===== src/rtl/signal_conditioner.sv =====
// Synchronise, deglitch and prescale a raw input; level_out/edge_pulse lag signal_in by SYNC_STAGES+filter_q+2 cycles.
// No backpressure: edge_pulse is a registered 1-cycle strobe and is never asserted in adjacent cycles.
module signal_conditioner #(
  parameter int SYNC_STAGES    = 2,
  parameter int FILTER_BITS    = 4,
  parameter int PRESCALE_BITS  = 4,
  parameter int FILTER_DEFAULT = 3
) (
  input  logic                     clk,
  input  logic                     reset,
  input  logic                     signal_in,
  input  logic                     cfg_load,
  input  logic [FILTER_BITS-1:0]   filter_len,
  input  logic [PRESCALE_BITS-1:0] prescale,
  output logic                     level_out,
  output logic                     edge_pulse,
  output logic [7:0]               glitch_cnt
);

  typedef enum logic [1:0] {LOW, RISE_WAIT, HIGH, FALL_WAIT} state_t;

  state_t                   state_q, state_d;
  logic [SYNC_STAGES-1:0]   sync_q;
  logic [FILTER_BITS-1:0]   cnt_q, cnt_d;
  logic [FILTER_BITS-1:0]   filter_q, filter_d;
  logic [PRESCALE_BITS-1:0] pre_cnt_q, pre_cnt_d;
  logic [PRESCALE_BITS-1:0] prescale_q, prescale_d;
  logic                     level_d, pulse_d;
  logic [7:0]               glitch_d;
  logic                     s, abort, rise;

  assign s = sync_q[SYNC_STAGES-1];

  always_ff @(posedge clk) begin
    if (reset) begin
      sync_q     <= '0;
      state_q    <= LOW;
      cnt_q      <= '0;
      pre_cnt_q  <= '0;
      filter_q   <= FILTER_BITS'(FILTER_DEFAULT);
      prescale_q <= '0;
      level_out  <= 1'b0;
      edge_pulse <= 1'b0;
      glitch_cnt <= 8'd0;
    end else begin
      sync_q     <= {sync_q[SYNC_STAGES-2:0], signal_in};
      state_q    <= state_d;
      cnt_q      <= cnt_d;
      pre_cnt_q  <= pre_cnt_d;
      filter_q   <= filter_d;
      prescale_q <= prescale_d;
      level_out  <= level_d;
      edge_pulse <= pulse_d;
      glitch_cnt <= glitch_d;
    end
  end

  always_comb begin
    state_d    = state_q;
    cnt_d      = cnt_q;
    pre_cnt_d  = pre_cnt_q;
    filter_d   = filter_q;
    prescale_d = prescale_q;
    level_d    = level_out;
    pulse_d    = 1'b0;
    glitch_d   = glitch_cnt;
    abort      = 1'b0;
    rise       = 1'b0;

    if (cfg_load) begin
      // A pending transition is dropped silently; the accepted level stands.
      filter_d   = filter_len;
      prescale_d = prescale;
      cnt_d      = '0;
      pre_cnt_d  = '0;
      glitch_d   = 8'd0;
      state_d    = level_out ? HIGH : LOW;
    end else begin
      unique case (state_q)
        LOW: begin
          if (s) begin
            state_d = RISE_WAIT;
            cnt_d   = '0;
          end
        end
        RISE_WAIT: begin
          if (!s) begin
            state_d = LOW;
            abort   = 1'b1;
          end else if (cnt_q == filter_q) begin
            state_d = HIGH;
            level_d = 1'b1;
            rise    = 1'b1;
          end else begin
            cnt_d = cnt_q + 1'b1;
          end
        end
        HIGH: begin
          if (!s) begin
            state_d = FALL_WAIT;
            cnt_d   = '0;
          end
        end
        FALL_WAIT: begin
          if (s) begin
            state_d = HIGH;
            abort   = 1'b1;
          end else if (cnt_q == filter_q) begin
            state_d = LOW;
            level_d = 1'b0;
          end else begin
            cnt_d = cnt_q + 1'b1;
          end
        end
        default: state_d = LOW;
      endcase

      if (abort && glitch_cnt != 8'd255) glitch_d = glitch_cnt + 8'd1;

      if (rise) begin
        if (pre_cnt_q == prescale_q) begin
          pulse_d   = 1'b1;
          pre_cnt_d = '0;
        end else begin
          pre_cnt_d = pre_cnt_q + 1'b1;
        end
      end
    end
  end

endmodule


===== config.mk =====
export PLATFORM = sky130hd
export DESIGN_NAME = signal_conditioner
export DESIGN_NICKNAME = d
export VERILOG_FILES = /design/src/rtl/signal_conditioner.sv
export SDC_FILE = /design/constraint.sdc
export NUM_CORES = 1
export LEC_CHECK = 0
export BUFFER_PORTS_ARGS = -buffer_cell sky130_fd_sc_hd__buf_4
export CORE_UTILIZATION = 30
export DETAILED_ROUTE_END_ITERATION = 7
export PLACE_DENSITY = 0.51
export SYNTH_ARGS = -nofsm -noshare
export SYNTH_HDL_FRONTEND = slang
export SYNTH_SLANG_ARGS = --single-unit

===== constraint.sdc =====
create_clock -name clk -period 2.3 [get_ports clk]
set_clock_uncertainty 0.15 [all_clocks]
set_input_delay 0.46 -clock clk [delete_from_list [all_inputs] [get_ports clk]]
set_output_delay 0.46 -clock clk [all_outputs]
set_load 0.1 [all_outputs]

==> summary.txt <==
Worst setup path
  • Crit. End Element: register
  • Reg2reg path depth: 4
  • CP max stage delay: 0.58 ns
  • Worst endpoint required time: 2.36 ns
  • Critical path class: reg -> reg
  • Crit-path most repeated cell: or4_1
  • CP max-delay cell: or4_1
  • Worst path arrival time: 2.07 ns
  • FF-to-FF Start: cnt_q[2]$_SDFFE_PP0P_
  • CP Launch Point: cnt_q[2]$_SDFFE_PP0P_
  • Worst R2R Setup Slack: 0.29 ns
  • Reg-to-reg endpoint: pre_cnt_q[3]$_SDFFE_PP0P_
  • Crit path max fanout: 5
  • Worst path cell trace: xor2_1, or4_1, or4_1, a21oi_1
  • CP startpoint kind: register

Route
  • Vias per inst: 5.225
  • WL per Instance: 12.56 um
  • DRC Markers: 0
  • DR top layer: met4
  • Starting DRT DRC Count: 28
  • First drt pass iteration count: 4
  • Post-route ant nets: 0
  • Met3 WL post-DR: 150 um
  • Via count: 1,233
  • M1 wire length: 1375 um
  • DRT Wirelength: 2963 um
  • WL met2: 1375 um

Pwr
  • Max VDD drop: 0.3275 mV
  • Power density over the cells: 617.7 nW/um^2
  • Leakage: 0.6652 nW

Run status
  • Outcome: finished, final reports clean

Placement
  • DP Wirelength: 2159 um
  • Dpl ws: 0.3081 ns
  • RePlAce Congestion: 0.7288
  • # port buffers: 21

Die
  • Core Rows: 24
  • Core area: 4414 sq um
  • Die height: 70.07 um
  • Die W: 70.07 um
  • # IOs: 22
  • Starting density of the core: 31.49%
  • Area of the die: 4910 sq um

Final layout
  • FF/Latch Area: 600.6 sq um
  • Commonest non-fill, non-tap cell in the layout: dfxtp_1
  • Most frequent cells in the layout: 30 x dfxtp_1, 25 x buf_4, 10 x o21ai_0
  • Layout cells sized above 1: 19.57%
  • Number of diodes: 0
  • Syn-to-layout area delta: 23.04%
  • Fin nets: 198
  • Fill count: 450
  • Area occupied by multi-input gates: 743.2 sq um

STA
  • Final Max Slew Viols: 0
  • TNS Setup: 0 ns
  • Unrepaired setup endpoints after global routing: false
  • Setup ws final: 0.2916 ns
  • Worst-Margin Slew: 0.4387 ns
  • Endpoints failing setup: 0
  • Min Tclk post-route: 2.008 ns
  • Max_slew headroom: 70.71%
  • Crit share post-route: 87.32%
  • Max Clk Rate: 0.4979 GHz
  • Fin. Hold Viols: 0

Job
  • Max Cap Viol: 0

Global routing
  • Antenna violations before repair: 0
  • GR Util All Layers: 12.93%
  • Vias in the first global route: 1,163
  • Largest net degree at the start of global routing: 17
  • Global-route wire length before repair: 4933 um
  • GR Overflow Total: 0

Worst hold path
  • WHS Path Cells: 2
  • Min-Delay Path Class: in -> reg
  • Worst Hold End: filter_q[0]$_SDFFE_PP1P_
  • Min-delay src: filter_len[0]

Synth
  • Synth async-reset ratio: 0%
  • Syn Nets: 172
  • Cells after Synth: 157
  • Post-Syn Area: 1390 sq um
  • Number of synthesis warnings: 0
  • Library cells used by synthesis: 38
  • Post-synth EDFFs: 0
  • Syn_area_per_cell: 8.854 sq um
  • Synth Register Bits: 30
  • Top area cells in the synthesized netlist: dfxtp_1 43%, xor2_1 5.7%, mux2i_1 4.3%
  • Main synth FF type: dfxtp_1
  • Top cell type by total area after synthesis: dfxtp_1
  • Post-synthesis sequential area ratio: 43.20%
  • Top-area cell type share of the netlist area: 43.20%

Clocking
  • Post-CTS setup buffers: 0
  • Clock root cell: clkbuf_8
  • CTS Buf Count: 5
  • CTS sink count: 30
  • Clock Tree Buf Depth: 2
  • Clk slew on worst S/H paths: 0.06 ns
  • Post-CTS Resized: 0
  • CTS tree: done
  • Cts hold-fix bufs: 0
  • H-tree levels: 2
  • Clk Latency, worst-skew pair: 0.28 ns
[worst max path at each step]
stage	end	depth (start not counted)	slack (ns)
final	pre_cnt_q[3]$_SDFFE_PP0P_	4	0.29
after global routing	pre_cnt_q[3]$_SDFFE_PP0P_	4	0.21
after CTS	pre_cnt_q[3]$_SDFFE_PP0P_	4	0.28
after detailed placement	pre_cnt_q[3]$_SDFFE_PP0P_	4	0.31
after global placement	pre_cnt_q[3]$_SDFFE_PP0P_	4	0.35
after floorplan	glitch_cnt[4]$_SDFFE_PP0P_	4	0.07
[through the flow]
step                      utilization (%)  power, mW  hold slack, ns  instance area, sq um  instances
after CTS                           38.75      1.076          0.2291                  1710        236
final                               38.75      1.057          0.2380                  1710        236
after floorplan                         -     0.6043          0.2638                  1390        157
after global routing                38.75      1.111          0.2291                  1710        236
after global placement              36.68     0.6370          0.2698                  1619        228
after detailed placement            36.68     0.6388          0.2795                  1619        228
[sequential cells by signal, summed over array words and instances (netlist names), named ones only]
signal,count
sync_q,2
level_out,1
filter_q,4
cnt_q,4
state_q,1
edge_pulse,1
pre_cnt_q,4
glitch_cnt,8
prescale_q,4
[Yosys cell counts, types with 2 or more instances]
cell      number
clkbuf_1       4
or4_1          5
mux2i_1        6
nor2_1         9
nor2b_1        5
o21ai_0       10
a31o_2         2
o211ai_1       2
nand3_1        9
a21oi_1        9
nor3_1         3
ha_1           3
a31oi_1        5
nand4_1        3
dfxtp_1       30
a211o_1        2
nor4_1         3
o31ai_1        3
inv_1          6
nand2_1        9
and3_1         2
xor2_1         9
or3_1          3
[kinds of logic after synthesis]
group	count (synthesis)	synth area share, %
xor gates and xnor gates	10	6.301
and+or+nand+nor	57	22.23
AOI/OAI and AO/OA	39	17.91
buffers and inverters	12	3.329
adders and majority gates	3	2.701
DFF	30	43.20
muxes	6	4.321
[cell type report]
cell class	instances	area share (%)
Multi-Input combinational cell	115	43.45
Sequential cell	30	35.11
Clock inverter	1	0.2926
Clock buffer	7	5.048
Timing Repair Buffer	25	10.97
Tap cell	52	3.804
Inverter	6	1.317
[routing by layer]
metal	vias up	global-route usage, %
met5	-	0
met1	575	13.58
met4	0	7.556
met3	7	4.329
met2	24	22.33
li1	627	-
[critical path: cells and delay by family (launching register included)]
kind,cells,cell delay (ns)
AOI/OAI and AO/OA,1,0.15
xor gates and xnor gates,1,0.18
DFF,1,0.35
and+or+nand+nor,2,1.10
[power breakdown]
group          switching (mW)  internal [mW]  total, mW
registers              0.0116          0.533      0.544
logic                  0.0431         0.0387     0.0818
clock network           0.190          0.241      0.430
No activity file was read; power rests on OpenSTA's default activity.
